--- src/rtl/stack_arb_pkg.sv ---
// Shared definitions for the stack arbiter: op encoding and FSM state encoding.
package stack_arb_pkg;

    localparam logic OP_PUSH = 1'b0;
    localparam logic OP_POP  = 1'b1;

    typedef enum logic [1:0] {
        IDLE = 2'd0,
        CMD  = 2'd1,
        RSP  = 2'd2
    } state_e;

endpackage

--- src/rtl/rr_arbiter.sv ---
// Combinational round-robin grant: the first asserted request at or above ptr (mod NUM_REQ) wins.
module rr_arbiter #(
    parameter int NUM_REQ = 2,
    parameter int PTR_W   = $clog2(NUM_REQ)
) (
    input  logic [NUM_REQ-1:0] req,
    input  logic [PTR_W-1:0]   ptr,
    output logic [NUM_REQ-1:0] grant
);

    logic [2*NUM_REQ-1:0] req_dbl;
    logic [2*NUM_REQ-1:0] req_sh;
    logic [NUM_REQ-1:0]   req_rot;
    logic [NUM_REQ-1:0]   onehot_rot;
    logic [2*NUM_REQ-1:0] grant_dbl;
    logic                 found;

    // Rotate so ptr sits at bit 0, pick the lowest request, then rotate back.
    always_comb begin
        req_dbl    = {req, req};
        req_sh     = req_dbl >> ptr;
        req_rot    = req_sh[NUM_REQ-1:0];
        onehot_rot = '0;
        found      = 1'b0;
        for (int k = 0; k < NUM_REQ; k++) begin
            if (req_rot[k] && !found) begin
                onehot_rot[k] = 1'b1;
                found         = 1'b1;
            end
        end
        grant_dbl = {onehot_rot, onehot_rot} << ptr;
        grant     = grant_dbl[2*NUM_REQ-1:NUM_REQ];
    end

endmodule

--- src/rtl/stack_arbiter.sv ---
// Shares one circular stack between NUM_REQ requesters with occupancy tracking.
// Define STACK_ARB_WRAP_EN to let a push on a full stack overwrite the oldest entry.
module stack_arbiter
    import stack_arb_pkg::*;
#(
    parameter int NUM_REQ     = 2,
    parameter int STACK_WIDTH = 18,
    parameter int STACK_SIZE  = 4
) (
    input  logic                           i_clk,
    input  logic                           i_rst,
    input  logic [NUM_REQ-1:0]             i_req_valid,
    input  logic [NUM_REQ-1:0]             i_req_op,
    input  logic [NUM_REQ*STACK_WIDTH-1:0] i_req_data,
    output logic [NUM_REQ-1:0]             o_req_ready,
    output logic [NUM_REQ-1:0]             o_rsp_valid,
    output logic [STACK_WIDTH-1:0]         o_rsp_data,
    output logic                           o_rsp_err,
    output logic                           o_stk_push,
    output logic                           o_stk_pop,
    output logic [STACK_WIDTH-1:0]         o_stk_data,
    input  logic [STACK_WIDTH-1:0]         i_stk_data,
    output logic [STACK_SIZE:0]            o_count,
    output logic                           o_full,
    output logic                           o_empty,
    output state_e                         o_state
);

    localparam int PTR_W = $clog2(NUM_REQ);
    localparam logic [STACK_SIZE:0] DEPTH = {1'b1, {STACK_SIZE{1'b0}}};
`ifdef STACK_ARB_WRAP_EN
    localparam logic WRAP_EN = 1'b1;
`else
    localparam logic WRAP_EN = 1'b0;
`endif

    // Handshake: a command transfers on the rising edge where i_req_valid[i] & o_req_ready[i];
    // the requester holds valid/op/data stable until then, and ready is offered only in IDLE.
    state_e                 state;
    logic [PTR_W-1:0]       rr_ptr;
    logic [PTR_W-1:0]       owner;
    logic [PTR_W-1:0]       grant_idx;
    logic [NUM_REQ-1:0]     grant;
    logic                   sel_op;
    logic [STACK_WIDTH-1:0] sel_data;
    logic                   push_ok;
    logic                   pop_ok;

    rr_arbiter #(
        .NUM_REQ (NUM_REQ),
        .PTR_W   (PTR_W)
    ) u_rr_arbiter (
        .req   (i_req_valid),
        .ptr   (rr_ptr),
        .grant (grant)
    );

    assign o_req_ready = (state == IDLE && !i_rst) ? grant : '0;
    assign o_full      = (o_count == DEPTH);
    assign o_empty     = (o_count == '0);
    assign o_state     = state;

    always_comb begin
        grant_idx = '0;
        for (int i = 0; i < NUM_REQ; i++) begin
            if (grant[i]) grant_idx = PTR_W'(i);
        end
        sel_op   = i_req_op[grant_idx];
        sel_data = i_req_data[grant_idx*STACK_WIDTH +: STACK_WIDTH];
        push_ok  = !o_full || WRAP_EN;
        pop_ok   = !o_empty;
    end

    // Legality is decided on the accept edge; o_count cannot move until CMD ends,
    // so this is the same count seen at the start of CMD.
    always_ff @(posedge i_clk or posedge i_rst) begin
        if (i_rst) begin
            state       <= IDLE;
            rr_ptr      <= '0;
            owner       <= '0;
            o_count     <= '0;
            o_stk_push  <= 1'b0;
            o_stk_pop   <= 1'b0;
            o_stk_data  <= '0;
            o_rsp_valid <= '0;
            o_rsp_data  <= '0;
            o_rsp_err   <= 1'b0;
        end else begin
            case (state)
                IDLE: begin
                    if (|o_req_ready) begin
                        owner  <= grant_idx;
                        rr_ptr <= (grant_idx == PTR_W'(NUM_REQ - 1)) ? '0 : grant_idx + PTR_W'(1);
                        if (sel_op == OP_PUSH) begin
                            o_stk_push <= push_ok;
                            o_stk_data <= push_ok ? sel_data : '0;
                        end else begin
                            o_stk_pop <= pop_ok;
                        end
                        state <= CMD;
                    end
                end
                CMD: begin
                    o_stk_push <= 1'b0;
                    o_stk_pop  <= 1'b0;
                    o_stk_data <= '0;
                    // A wrapping push on a full stack keeps the count at DEPTH.
                    if (o_stk_push && !o_full) begin
                        o_count <= o_count + (STACK_SIZE+1)'(1);
                    end else if (o_stk_pop) begin
                        o_count <= o_count - (STACK_SIZE+1)'(1);
                    end
                    o_rsp_valid <= NUM_REQ'(1) << owner;
                    o_rsp_err   <= !(o_stk_push || o_stk_pop);
                    o_rsp_data  <= o_stk_pop ? i_stk_data : '0;
                    state       <= RSP;
                end
                RSP: begin
                    o_rsp_valid <= '0;
                    o_rsp_data  <= '0;
                    o_rsp_err   <= 1'b0;
                    state       <= IDLE;
                end
                default: state <= IDLE;
            endcase
        end
    end

endmodule
--- config.mk ---
export PLATFORM = sky130hd
export DESIGN_NAME = stack_arbiter
export DESIGN_NICKNAME = d
export VERILOG_FILES = /design/src/rtl/stack_arb_pkg.sv /design/src/rtl/rr_arbiter.sv /design/src/rtl/stack_arbiter.sv
export SDC_FILE = /design/constraint.sdc
export NUM_CORES = 1
export LEC_CHECK = 0
export ABC_AREA = 1
export CAP_MARGIN = 20
export CORE_ASPECT_RATIO = 0.75
export CORE_UTILIZATION = 45
export DETAILED_ROUTE_END_ITERATION = 10
export PLACE_DENSITY = 0.84
export SLEW_MARGIN = 0
export SYNTH_ARGS = -nofsm -noshare
export SYNTH_HDL_FRONTEND = slang
export SYNTH_SLANG_ARGS = --single-unit
--- constraint.sdc ---
create_clock -name i_clk -period 3.8 [get_ports i_clk]
set_input_delay 0.76 -clock i_clk [delete_from_list [all_inputs] [get_ports i_clk]]
set_output_delay 0.76 -clock i_clk [all_outputs]
set_load 0.1 [all_outputs]
==> results.md <==
* CTS tree: yes
* Antenna Nets Post-Route at 0
* Post-CTS Setup Bufs at 0
* Remaining Overflow, GRT at 0
* Port Buffers at 111
* Layout cells sized above 1 at 8.12%
* Area grow syn2layout at 46.0%
* Worst-path clk slew at ~0.09 ns
* Initial DRC Count at between 100 and 150
* # IOs at ~110
* Vias in the first global route at 2354
* R2R Setup Slk at 1.22 ns
* Hold WS at 0.481 ns
* Commonest cells post-synth: nand2_1 (97), dfrtp_1 (50), inv_1 (44)
* # rows at 23
* Final TNS setup at 0 ns
* Final instance area at around 3900 sq um
* Total GRT Usage at 23.6%
* Area occupied by multi-input gates at 1140 sq um
* Most used flip-flop cell after synthesis: dfrtp_1
* Clock Skew at approximately 0.009 ns
* Max Root-Sink Buffers at 2
* Ys Warns at 0
* Global-route wire length before repair at between 10 and 15 mm
* Final Hold Viols at 0
* Seq/Total Area, Yosys at a little under half
* Die Width at a little over 90 um
* CP required at 3.04 ns
* CP arrival at around 2.1 ns
* Final period utilization at 76.0%
* Synthesized area per cell at 8.15 sq um
* CP Class: in2out
* Clock Sinks at 50
* Reg area at 1250 sq um
* Vert. Die Dim at roughly 69 um
* CTS Buf Count at 5
* WL final at 6.98 mm
* Root Buffer: clkbuf_8
* H-tree levels at 2
* Initial antenna violation count at 0
* Clock latency on the worst-skew pair at 0.30 ns
* Uppermost layer routed: met4
* Max Slew Vio Count at 0
* Flops & latches, synth at 50
* Final Wtd Congestion at between 0.8 and 0.9
* Wl on met1 at 3.18 mm
* Most numerous cell in the Yosys netlist: nand2_1
* Met3 wire len at between 300 and 400 um
* Layout fillers at 447
* Largest net degree at the start of global routing at 39
* Crit path max fanout at 21
* Slew headroom at between 30% and 40%
* Syn Inst Count at 327
* Worst-margin pin slew at 1.01 ns
* Fmax at about 0.35 GHz
* RSZ-0062 raised after global routing: false
* Initial DRT Pass Iterations at 4
* Synth top area share at 46.9%
* Post-DR wirelength/cell at 13.8 um
* Worst Hold Class: reg2reg
* Post-CTS sizing at 0
* Drt drc at 0
* Final min period at 2.89 ns
* Area of the die at 6240 sq um
* Placed wire-length estimate at 5.19 mm
* Crit start category: input pin
* Metal2 WL at 3.30 mm
* Vias at 2565
* Outcome: finished, final reports clean
* EDFF count, synth at 0
* CP endpoint kind: primary output
* Initial Util at 48.2%
* Maxcap violations at 0
* Placed cell area at 3800 sq um
* Async S/R FF share, synth at 100%
* Ant. Diodes at 0
* Core area at between 5000 and 6000 sq um
* Cell variety after synth at 24
* Vias/cell at 5.07
* Nets at 498
* Synth area leader: dfrtp_1
* # setup viols final at 0
* Syn_nets at 395
* Post-CTS Hold Buffers at 0
* Area of the mapped netlist at 2670 sq um
* Main area contributors after synthesis: dfrtp_1 (47%), nand2_1 (14%), nand3_1 (7.7%)
## layout by cell type, fill, tap and decap left out, drive strengths merged
cell type and n:
a21oi 2, o32ai 1, nor2 6, nand4 2
dfrtp 50, nand2 100, fa 1, ha 7
o22ai 20, clkinv 1, nand3 43, buf 8
clkdlybuf4s50 106, xnor2 1, clkbuf 7, nand3b 1
inv 44, o21ai 29, xor2 2
## worst paths after layout
path,endpoint,start,cells past startpoint
worst max-delay path,o_req_ready[1],i_req_valid[0],5
worst min-delay path,o_rsp_valid[0]$_DFFE_PP0P_,owner$_DFFE_PP0P_,1
worst max register to register,o_stk_data[3]$_DFFE_PP0P_,o_state[1]$_DFFE_PP0N_,8
worst min register to register,o_rsp_valid[0]$_DFFE_PP0P_,owner$_DFFE_PP0P_,1
max in group asynchronous,o_stk_data[11]$_DFFE_PP0P_,i_rst,3
min in group asynchronous,o_rsp_data[11]$_DFFE_PP0P_,i_rst,2
## critical path, cell delays in order
cell	delay [ns]
clkdlybuf4s50_1	0.44
nand2_2	0.33
nand4_1	0.25
inv_1	0.16
buf_12	0.18
## through the flow
| stage | instances | worst slack [ns] | utilization (%) |
|---|---|---|---|
| final | 506 | 0.911 | 70.4 |
| after global routing | 506 | 0.803 | 70.4 |
| after floorplan | 327 | 0.203 | - |
| after detailed placement | 498 | 0.783 | 68.8 |
| after global placement | 498 | 0.918 | 68.8 |
| after CTS | 506 | 0.907 | 70.4 |
## layer usage
layer	vias up	global-route usage, %
met5	-	0
met4	0	7.14
met3	13	4.17
met2	95	39.1
met1	1198	32.4
li1	1259	-
## cells by family after synthesis
group	Yosys count	synth area share [%]
AO/OA/AOI/OAI	52	13.0
XOR/XNOR	3	0.986
adder cells (fa/ha/maj)	8	4.04
buffers and inverters	62	10.2
flip-flops	50	46.9
AND/OR/NAND/NOR	152	24.9
## final cells by class
type,instances,share of cell area (%)
sequential,50,32.2
timing repair buffer,114,29.5
multi-input combinational,215,29.4
inverter,44,4.25
tap,75,2.41
clock buffer,7,2.22
clock inverter,1,0.129
## flip-flops by register name (all words and copies together), names as in the netlist
name	flops
o_stk_pop	1
o_rsp_valid	2
o_state	2
o_stk_push	1
o_count	5
o_rsp_err	1
owner	1
o_rsp_data	18
o_stk_data	18
rr_ptr	1
Power is not shown: default switching activity piles up to over one toggle a cycle in this logic, so the estimate is an artifact.
==> patch: new RTL, same settings <==
`NUM_REQ` is set to 2 in 2 places; all go to 4.
--- a/src/rtl/rr_arbiter.sv
+++ b/src/rtl/rr_arbiter.sv
@@ -2,3 +2,3 @@
 module rr_arbiter #(
-    parameter int NUM_REQ = 2,
+    parameter int NUM_REQ = 4,
     parameter int PTR_W   = $clog2(NUM_REQ)
--- a/src/rtl/stack_arbiter.sv
+++ b/src/rtl/stack_arbiter.sv
@@ -5,3 +5,3 @@
 #(
-    parameter int NUM_REQ     = 2,
+    parameter int NUM_REQ     = 4,
     parameter int STACK_WIDTH = 18,
Interface: changed (5 resized); port bits go from 112 to 156. The function was not compared with the original's and may differ.
==> patch against the original RTL <==
First-iteration DRC count increased by 32%. Non-clock buffer count up 45. Wire length rose by 45%. Design area increased by 40%. Sequential cell count grew 4. Synthesized cell count is 51% higher. Sequential share of layout area is 7.3 points lower. Register-to-register slack worse by 0.24 ns. Setup slack lost 0.44 ns. Synthesized area grew 41%. Core utilization shrank 2.3 points.
Power is not shown: default switching activity piles up to over one toggle a cycle in this logic, so the estimate is an artifact.
==> patch: results <==
outcome:
  status: "completed"
detailed_routing:
  routedWlPerCell_um: 13.7
  via_count: 3755
  first_pass_iters: 4
  drt_wl_total_um: 10100
  initialDrtViolationCount: 176
cts:
  clock_path_buffers: 2
  post_cts_buffers: 0
  cts_max_level: 2
  cts_root_buffer: "clkbuf_8"
  cts.clk_slew.worst_paths_ns: 0.10
  cts_buffers: 5
  insertion_delay_ns: 0.30
  cts_resized: 0
synthesis:
  synth_mux_area_share_pct: 0
  synth-seq-area-share_pct: 36.0
  syn_nets: 601
  synth-xor-area-share_pct: 1.17
  synth_compound_area_share_pct: 8.91
  synth_common_cells: "135 x nand2_1, 65 x inv_1, 54 x dfrtp_1, 42 x nand3_1, 42 x nor2_1"
  ys.flop_type: "dfrtp_1"
  yosys_warnings: 0
  syn_inst: 494
  synth-async-reset-ratio_pct: 100
  synthAdderAreaFrac_pct: 2.54
  yosys-top-cells-area: "dfrtp_1 36%, nand2_1 14%, inv_1 6.5%"
  synth_cell_types: 37
timing:
  skew_ns: 0.00610
  fmax_mhz: 301
  relSlewSlack_pct: 31.5
  hold_ws_ns: 0.515
finish:
  diodes: 0
  layout.nets: 741
  reg.largest.list: "o_rsp_data: 18 flops, o_stk_data: 18 flops, o_count: 5 flops"
  drive_gt1_share_pct: 10.2
grt:
  grt_pass1_wl_um: 16400
  grt_use_total_pct: 23.6
  grt_max_degree: 38
  antenna_found_initial: 0
  grt_pass1_vias: 3537
placement:
  dp_hpwl_um: 7850
  io_buffers: 155
  placedCellCount: 732
  placed_area_mm2: 0.00534
  gp_congestion: 0.808
  pre_cts_slack_ns: 0.476
critical_path:
  r2r_slack_ns: 0.98
  r2r_end: "o_stk_data[9]"
  start_kind: "input port"
  r2r_cells: 16
  crit_start: "i_req_valid[3]"
  crit_arrival_ns: 2.56
  endpoint: "o_req_ready[2]"
  cp_max_fo: 6
  timing.rr.start: "rr_ptr[0]"
worst_hold_path:
  hold-path-cell-count: 2
  min_path_type: "reg -> reg"
  hp-start: "o_stk_data[15]"
  holdPathEnd: "o_stk_data[15]"
-- patch: worst max-delay path, cell delays in order --
cell	delay [ns]
clkdlybuf4s50_1	0.47
nand2_1	0.12
nand3_1	0.15
nand2_4	0.18
nand2_4	0.06
nor2_4	0.11
nand2_1	0.08
nand3_2	0.09
nand3_1	0.18
inv_1	0.17
buf_12	0.18
-- patch: final cells by class --
class                      instances  area, um^2
fill                             657        2550
inverter                          71         277
clock buffer                       5        68.8
tap                              105         131
sequential                        54        1350
clock inverter                     3        28.8
timing repair buffer             159        1630
multi-input combinational        343        1950
-- patch: routing by layer --
layer	wire length, um	share of wire (%)	GRT usage (%)	up-vias
met5	0	0	0	-
met4	169	1.7	4.93	0
met3	776	7.7	5.78	16
li1	-	-	-	1872
met1	4360	43	28.9	1735
met2	4830	48	42.5	132
